**src/rtl/transmitter_mensah_if.sv**
```systemverilog
// Handshake and serial-line bundle for transmitter_mensah.
// The bench drives through the master modport and the transmitter uses the slave modport.
interface transmitter_mensah_if #(
  parameter int DATA_BITS = 8
);
  logic                 enabled;
  logic                 s_tick;
  logic                 in_valid;
  logic [DATA_BITS-1:0] in_data;
  logic                 in_ready;
  logic                 out;
  logic                 busy;
  logic                 done;

  modport master (
    output enabled,
    output s_tick,
    output in_valid,
    output in_data,
    input  in_ready,
    input  out,
    input  busy,
    input  done
  );

  modport slave (
    input  enabled,
    input  s_tick,
    input  in_valid,
    input  in_data,
    output in_ready,
    output out,
    output busy,
    output done
  );
endinterface

```
**src/rtl/transmitter_mensah.sv**
```systemverilog
// Oversampled serial transmitter with a one-word holding buffer so that frames can run back to back.
// Defining TX_PARITY_EN inserts an even-parity bit between the data bits and the stop bit.
module transmitter_mensah #(
  parameter int OVERSAMPLE_RATE = 16,
  parameter int DATA_BITS       = 8
) (
  input  logic                  clk,
  input  logic                  rstN,
  transmitter_mensah_if.slave   bus
);
  localparam int             TW        = (OVERSAMPLE_RATE > 1) ? $clog2(OVERSAMPLE_RATE) : 1;
  localparam logic [TW-1:0]  TICK_LAST = TW'(OVERSAMPLE_RATE - 1);
  localparam logic [2:0]     BIT_LAST  = 3'(DATA_BITS - 1);

  typedef enum logic [2:0] {
    IDLE   = 3'd0,
    START  = 3'd1,
    DATA   = 3'd2,
`ifdef TX_PARITY_EN
    PARITY = 3'd3,
`endif
    STOP   = 3'd4
  } state_e;

  state_e               state_q, state_d;
  logic [TW-1:0]        tick_q, tick_d;
  logic [2:0]           bit_q, bit_d;
  logic [DATA_BITS-1:0] shift_q, shift_d;
  logic [DATA_BITS-1:0] hold_q, hold_d;
  logic                 hold_full_q, hold_full_d;
  logic                 out_q, out_d;
  logic                 done_q, done_d;
`ifdef TX_PARITY_EN
  logic                 par_q, par_d;
`endif

  logic                 accept_s;
  logic                 bit_end_s;
  logic                 load_s;
  logic [DATA_BITS-1:0] load_word_s;

  assign bus.in_ready = bus.enabled && !hold_full_q && !rstN;
  assign accept_s     = bus.in_valid && bus.in_ready;
  assign bit_end_s    = bus.s_tick && (tick_q == TICK_LAST);

  assign bus.out  = out_q;
  assign bus.busy = (state_q != IDLE);
  assign bus.done = done_q;

  // Next-state logic: bit timing, frame sequencing and holding-buffer fill/drain.
  always_comb begin
    state_d     = state_q;
    tick_d      = tick_q;
    bit_d       = bit_q;
    shift_d     = shift_q;
    hold_d      = hold_q;
    hold_full_d = hold_full_q;
    done_d      = 1'b0;
    load_s      = 1'b0;
    load_word_s = hold_q;
`ifdef TX_PARITY_EN
    par_d       = par_q;
`endif

    if (state_q != IDLE && bus.s_tick) begin
      tick_d = bit_end_s ? '0 : tick_q + TW'(1);
    end else begin
      tick_d = tick_q;
    end

    case (state_q)
      IDLE: begin
        if (accept_s) begin
          load_s      = 1'b1;
          load_word_s = bus.in_data;
          state_d     = START;
        end else begin
          state_d = IDLE;
        end
      end
      START: begin
        if (bit_end_s) begin
          state_d = DATA;
          bit_d   = 3'd0;
        end else begin
          state_d = START;
        end
      end
      DATA: begin
        if (bit_end_s) begin
          shift_d = shift_q >> 1;
          if (bit_q == BIT_LAST) begin
`ifdef TX_PARITY_EN
            state_d = PARITY;
`else
            state_d = STOP;
`endif
          end else begin
            bit_d = bit_q + 3'd1;
          end
        end else begin
          state_d = DATA;
        end
      end
`ifdef TX_PARITY_EN
      PARITY: begin
        if (bit_end_s) begin
          state_d = STOP;
        end else begin
          state_d = PARITY;
        end
      end
`endif
      STOP: begin
        if (bit_end_s) begin
          done_d = 1'b1;
          // A buffered word starts its frame on this same edge, with no idle gap.
          if (hold_full_q) begin
            load_s      = 1'b1;
            load_word_s = hold_q;
            hold_full_d = 1'b0;
            state_d     = START;
          end else begin
            state_d = IDLE;
          end
        end else begin
          state_d = STOP;
        end
      end
      default: begin
        state_d = IDLE;
      end
    endcase

    // Applied after the drain above so a same-clock accept refills the buffer.
    if (accept_s && state_q != IDLE) begin
      hold_d      = bus.in_data;
      hold_full_d = 1'b1;
    end else begin
      hold_d = hold_d;
    end

    if (load_s) begin
      shift_d = load_word_s;
      tick_d  = '0;
      bit_d   = 3'd0;
`ifdef TX_PARITY_EN
      par_d   = ^load_word_s;
`endif
    end else begin
      shift_d = shift_d;
    end
  end

  // Line level for the state being entered, so out changes on the same edge as the state.
  always_comb begin
    out_d = 1'b1;
    case (state_d)
      START:   out_d = 1'b0;
      DATA:    out_d = shift_d[0];
`ifdef TX_PARITY_EN
      PARITY:  out_d = par_d;
`endif
      default: out_d = 1'b1;
    endcase
  end

  // State and datapath registers; rstN is a synchronous active-high clear.
  always_ff @(posedge clk) begin
    if (rstN) begin
      state_q     <= IDLE;
      tick_q      <= '0;
      bit_q       <= 3'd0;
      shift_q     <= '0;
      hold_q      <= '0;
      hold_full_q <= 1'b0;
      out_q       <= 1'b1;
      done_q      <= 1'b0;
`ifdef TX_PARITY_EN
      par_q       <= 1'b0;
`endif
    end else begin
      state_q     <= state_d;
      tick_q      <= tick_d;
      bit_q       <= bit_d;
      shift_q     <= shift_d;
      hold_q      <= hold_d;
      hold_full_q <= hold_full_d;
      out_q       <= out_d;
      done_q      <= done_d;
`ifdef TX_PARITY_EN
      par_q       <= par_d;
`endif
    end
  end
endmodule

```
**src/flat_wrapper.sv**
```systemverilog
// flat-port wrapper written by rule: the top's interface ports become plain ports
module transmitter_mensah_flat 
#(
  parameter int OVERSAMPLE_RATE = 16,
  parameter int DATA_BITS       = 8
)
  (clk, rstN, bus_enabled, bus_s_tick, bus_in_valid, bus_in_data, bus_in_ready, bus_out, bus_busy, bus_done);
  transmitter_mensah_if #(.DATA_BITS(DATA_BITS)) bus_i ();
  input  logic clk;
  input  logic rstN;
  input wire logic [$bits(bus_i.enabled)-1:0] bus_enabled;
  input wire logic [$bits(bus_i.s_tick)-1:0] bus_s_tick;
  input wire logic [$bits(bus_i.in_valid)-1:0] bus_in_valid;
  input wire logic [$bits(bus_i.in_data)-1:0] bus_in_data;
  output wire logic [$bits(bus_i.in_ready)-1:0] bus_in_ready;
  output wire logic [$bits(bus_i.out)-1:0] bus_out;
  output wire logic [$bits(bus_i.busy)-1:0] bus_busy;
  output wire logic [$bits(bus_i.done)-1:0] bus_done;
  assign bus_i.enabled = bus_enabled;
  assign bus_i.s_tick = bus_s_tick;
  assign bus_i.in_valid = bus_in_valid;
  assign bus_i.in_data = bus_in_data;
  assign bus_in_ready = bus_i.in_ready;
  assign bus_out = bus_i.out;
  assign bus_busy = bus_i.busy;
  assign bus_done = bus_i.done;
  transmitter_mensah #(.OVERSAMPLE_RATE(OVERSAMPLE_RATE), .DATA_BITS(DATA_BITS)) u_core (.clk(clk), .rstN(rstN), .bus(bus_i));
endmodule
```
**config.mk**
```make
export PLATFORM = sky130hd
export DESIGN_NAME = transmitter_mensah_flat
export DESIGN_NICKNAME = d
export VERILOG_FILES = /design/src/rtl/transmitter_mensah_if.sv /design/src/rtl/transmitter_mensah.sv /design/src/flat_wrapper.sv
export SDC_FILE = /design/constraint.sdc
export NUM_CORES = 1
export LEC_CHECK = 0
export BUFFER_PORTS_ARGS = -buffer_cell sky130_fd_sc_hd__buf_2
export CAP_MARGIN = 20
export CORE_MARGIN = 2
export CORE_UTILIZATION = 40
export DETAILED_ROUTE_END_ITERATION = 6
export PLACE_DENSITY = 0.59
export SYNTH_ARGS = -nofsm -noshare
export SYNTH_HDL_FRONTEND = slang
export SYNTH_SLANG_ARGS = --single-unit
export TNS_END_PERCENT = 20
```
**constraint.sdc**
```tcl
create_clock -name clk -period 3.4 [get_ports clk]
set_input_delay 1.02 -clock clk [delete_from_list [all_inputs] [get_ports clk]]
set_output_delay 1.02 -clock clk [all_outputs]
set_load 0.01 [all_outputs]
```
=== Word-level counts from Yosys, hierarchy flattened ===
Index checks and enable logic that the tools add are counted.

* Register bits: 29
* Bits in latches: 0
* Memory bits (writable): 0
* ROM bits: 0
* Input port bits: 13
* Word-level logic and storage cells: 68
* Memories kept: 0

* Add/subtract/negate cells: 2
* $mul: 0
* Div/mod/pow operators: 0
* Order comparisons: 0
* Equality and inequality tests: 10
* Shift-type cells: 0
* Muxes and demuxes: 26
* Bitwise gates (word level): 1
* Reductions and logical operators: 20

{| class="wikitable"
|+ Operator list
! operator !! count
|-
| 8-bit two-way mux || 5
|-
| 3-bit two-way mux || 6
|-
| 3-bit case mux with 4 select lines || 1
|-
| 2-bit nonzero test || 5
|-
| 1-bit two-way mux || 9
|-
| 3-bit by 1-bit == test with 1-bit output, second input constant || 2
|-
| 3-bit by 2-bit == test with 1-bit output, second input constant || 2
|-
| 3-bit == test, second input constant || 2
|-
| 1-bit logical AND || 6
|-
| 3-bit case mux with 2 select lines || 1
|-
| 4-bit by 1-bit adder with 4-bit output, second input constant || 1
|-
| 4-bit == test, second input constant || 1
|-
| 4-bit two-way mux || 1
|-
| 2-bit by 1-bit inequality test with 1-bit output, second input constant || 2
|-
| 1-bit case mux with 2 select lines || 2
|-
| 2-bit AND reduction || 2
|-
| 4-bit AND reduction || 1
|-
| 2-bit OR reduction || 2
|-
| 3-bit by 1-bit adder with 3-bit output, second input constant || 1
|-
| 3-bit zero test || 1
|-
| 3-bit nonzero test || 1
|-
| 1-bit zero test || 2
|-
| 2-bit two-way mux || 1
|-
| 2-bit inequality test, second input constant || 1
|-
| 1-bit NOT || 1
|}

=== Logic depth before layout (Yosys ltp) ===
* Depth after elaboration: 8
* Gate-level depth with buffers: 7

=== Worst setup path after synthesis ===
No wires, ideal clock.

* Path type: input to output
* Start: input port rstN
* End: output port bus_in_ready
* Data arrival time: 1.480 ns
* Required time: 2.380 ns
* Slack: 0.900 ns
* Cell stages on the path: 2
* Path through: buf_4 > nor3b_1

* Word-level cells in the longest chain between the ends: 2

{| class="wikitable"
|+ RTL lines
! item !! line !! source
|-
| start: declaration || flat_wrapper.sv:10 || <nowiki>input logic rstN;</nowiki>
|-
| 1-bit zero test || transmitter_mensah.sv:42 || <nowiki>assign bus.in_ready = bus.enabled && !hold_full_q && !rstN;</nowiki>
|-
| 1-bit logical AND || transmitter_mensah.sv:42 ||
|-
| end: declaration || flat_wrapper.sv:15 || <nowiki>output wire logic [$bits(bus_i.in_ready)-1:0] bus_in_ready;</nowiki>
|}

No other way between the ends.

=== Final worst setup path ===
* Start: register u_core.state_q[2]
* End: output port bus_busy

* Word-level cells in the longest chain between the ends: 1

{| class="wikitable"
|+ RTL lines
! item !! line !! source
|-
| start: declaration || transmitter_mensah.sv:25 || <nowiki>state_e state_q, state_d;</nowiki>
|-
| start signal: assignment || transmitter_mensah.sv:183 || <nowiki>state_q <= state_d;</nowiki>
|-
| 3-bit nonzero test || transmitter_mensah.sv:47 || <nowiki>assign bus.busy = (state_q != IDLE);</nowiki>
|-
| end: declaration || flat_wrapper.sv:17 || <nowiki>output wire logic [$bits(bus_i.busy)-1:0] bus_busy;</nowiki>
|}

No other way between the ends.

==> results.cfg <==
[placement]
dp.cells = 211
place_congestion = 0.866
dp_hpwl_mm = 2.36
portBuffers = 16

[setup_path]
end_kind = output port
criticalPathCategory = reg -> out
worstPathArrival_ns = 1.79
required_ns = 2.38
crit_fanout = 13
cp-start-kind = register
regToRegSetupSlack_ns = 1.41

[final_layout]
synthToLayoutAreaGrowth_pct = 10.8
layout-drive-gt1-share_pct = 20.9
stdcell_count = 218
diodes = 0
fin_nets = 188

[yosys]
yosys.area_share.simple_pct = 28.7
yosys-top-cells-area = dfxtp_1, nand2_1, a21oi_1
synth_edf_count = 0
synthArstFlopShare_pct = 0
synth_mux_area_share_pct = 2.55
syn_nets = 175
synth_warnings = 0
yosys.area.top_type_share_pct = 42.3
syn-instance-count = 159
synth.most_common_cell = dfxtp_1
ys.flop_type = dfxtp_1
avgSynthCellArea_sq_um = 8.62
synth_seq_cells = 29
synth.largest_area_cell = dfxtp_1
yosys.area_share.xor_xnor_pct = 0.639
synth-seq-area-share_pct = 42.3
synth_cell_types = 41
synth-adder-area-share_pct = 2.74
synth_compound_area_share_pct = 18.9
synth_top_family_by_area = simple AND/OR/NAND/NOR gates
ys_top_cells_by_count = dfxtp_1, nand2_1, a21oi_1, nand3_1, nor2_1
syn-cell-area_sq_mm = 0.00137

[timing]
rsz0062_at_grt = no
period_needed_ns = 2.81
fmax_mhz = 356
tns_ns = 0
timing.hold.ws_ns = 0.464
layout_worst_path_cycle_share_pct = 82.5
hold_violations = 0
finalSetupViolations = 0
worst_pin_slew_ns = 0.514
skew_ns = 0.00534
slew_viol_final = 0
slew_headroom_pct = 65.5

[route]
routed_wl_mm = 3.21
wire_per_inst_microns = 14.7
final_antenna_net_count = 0
first_pass_iters = 4
first_iter_violations = 89
vias = 1238
post-route-drc-count = 0
via_per_inst = 5.68

[grt]
grt_usage_pct = 17.8
grt_max_degree = 21
antenna_found_initial = 0
grt_overflow = 0
grt_pass1_vias = 1194
grt_first_pass_wirelength_mm = 5.48

[run]
max_cap_viol_count = 0

[cts]
clock_latency_ns = 0.32
clock_tree.buffer_depth = 2
cts_buffers = 5
path_clk_slew_ns = 0.09
clockRootBuffer = clkbuf_4
cts_setup_buffers = 0
cts.sinks = 29
hold_buffers = 0
cts_tree = yes
cts_resized = 0
h-tree-depth = 2

[floorplan]
die_x_microns = 62.6
coreArea_sq_mm = 0.00331
rows = 21
initial_core_util_pct = 41.4
ios = 17
fp.dieH_microns = 62.6
dieArea_sq_mm = 0.00391

[run_status]
status = complete, no violations

[pwr]
cellPowerDensity_mw_per_mm2 = 396
irDropWorstVdd_mv = 0.200
leakage_uw = 0.000555

[hold_path]
hold_class = reg -> reg
## sequential cells by signal (all words and copies together), names as in the netlist
| name | flops |
|---|---|
| u_core.hold_q | 8 |
| u_core.shift_q | 8 |
| u_core.tick_q | 4 |
| u_core.hold_full_q | 1 |
| u_core.bit_q | 3 |
| u_core.bus.out | 1 |
| u_core.bus.done | 1 |
| u_core.state_q | 3 |
## per-layer routing
metal	global-route usage [%]	up-vias	share of wire, %
met4	10.0	0	1.3
met3	4.50	4	5.4
met5	0	-	0
met1	22.9	583	47
li1	-	613	-
met2	27.3	38	46
## power by group
group          switching, uW  internal [uW]
sequential              3.86            344
combinational           30.1           17.5
clock                    110           97.5
## metrics by stage
step                power (uW)  setup slack (ns)  cell area [sq um]  utilization (%)
CTS                        609             0.574               1520             45.9
floorplan                  384             0.900               1370                -
detailed placement         402             0.738               1460             44.2
global placement           401             0.786               1460             44.2
global route               636             0.382               1520             45.9
finish                     602             0.595               1520             45.9
## worst max-delay path, cell delays in order, from the launching register on
cell and delay, ns:
dfxtp_1 0.40, nor3_1 0.49, inv_1 0.35, buf_2 0.24
## final cells by class
cell class	count	area [sq um]
Clock buffer	7	55.1
Fill cell	342	1790
Inverter	3	11.3
Multi-Input combinational cell	117	734
Sequential cell	29	581
Tap cell	46	57.6
Timing Repair Buffer	16	80.1
## cell usage in the layout (no fill, tap or decap), drive strengths merged, types with 2 or more instances in the layout
cell and instances:
a21oi 12, o22ai 6, o32a 2, buf 16
nand4 3, inv 3, and2 2, clkbuf 7
o32ai 6, ha 3, mux2i 2, nor2 11
nand3 12, or2 3, dfxtp 29, nor3 9
a22oi 4, nand2b 2, nand2 22
## path summary, 6_finish.rpt
path	from	to	cells after the start
max	u_core.state_q[2]	bus_busy	3
min	u_core.hold_q[7]	u_core.hold_q[7]	2
max reg2reg	u_core.tick_q[0]	u_core.bus.out	5
min reg2reg	u_core.hold_q[7]	u_core.hold_q[7]	2
## kinds of logic after synthesis
kind of cell,Yosys count
AND/OR/NAND/NOR,73
flip-flops,29
multiplexers,3
XOR/XNOR,1
adder cells (fa/ha/maj),3
AO/OA/AOI/OAI,37
buffers and inverters,13
Power figures use the tool's default switching activity.
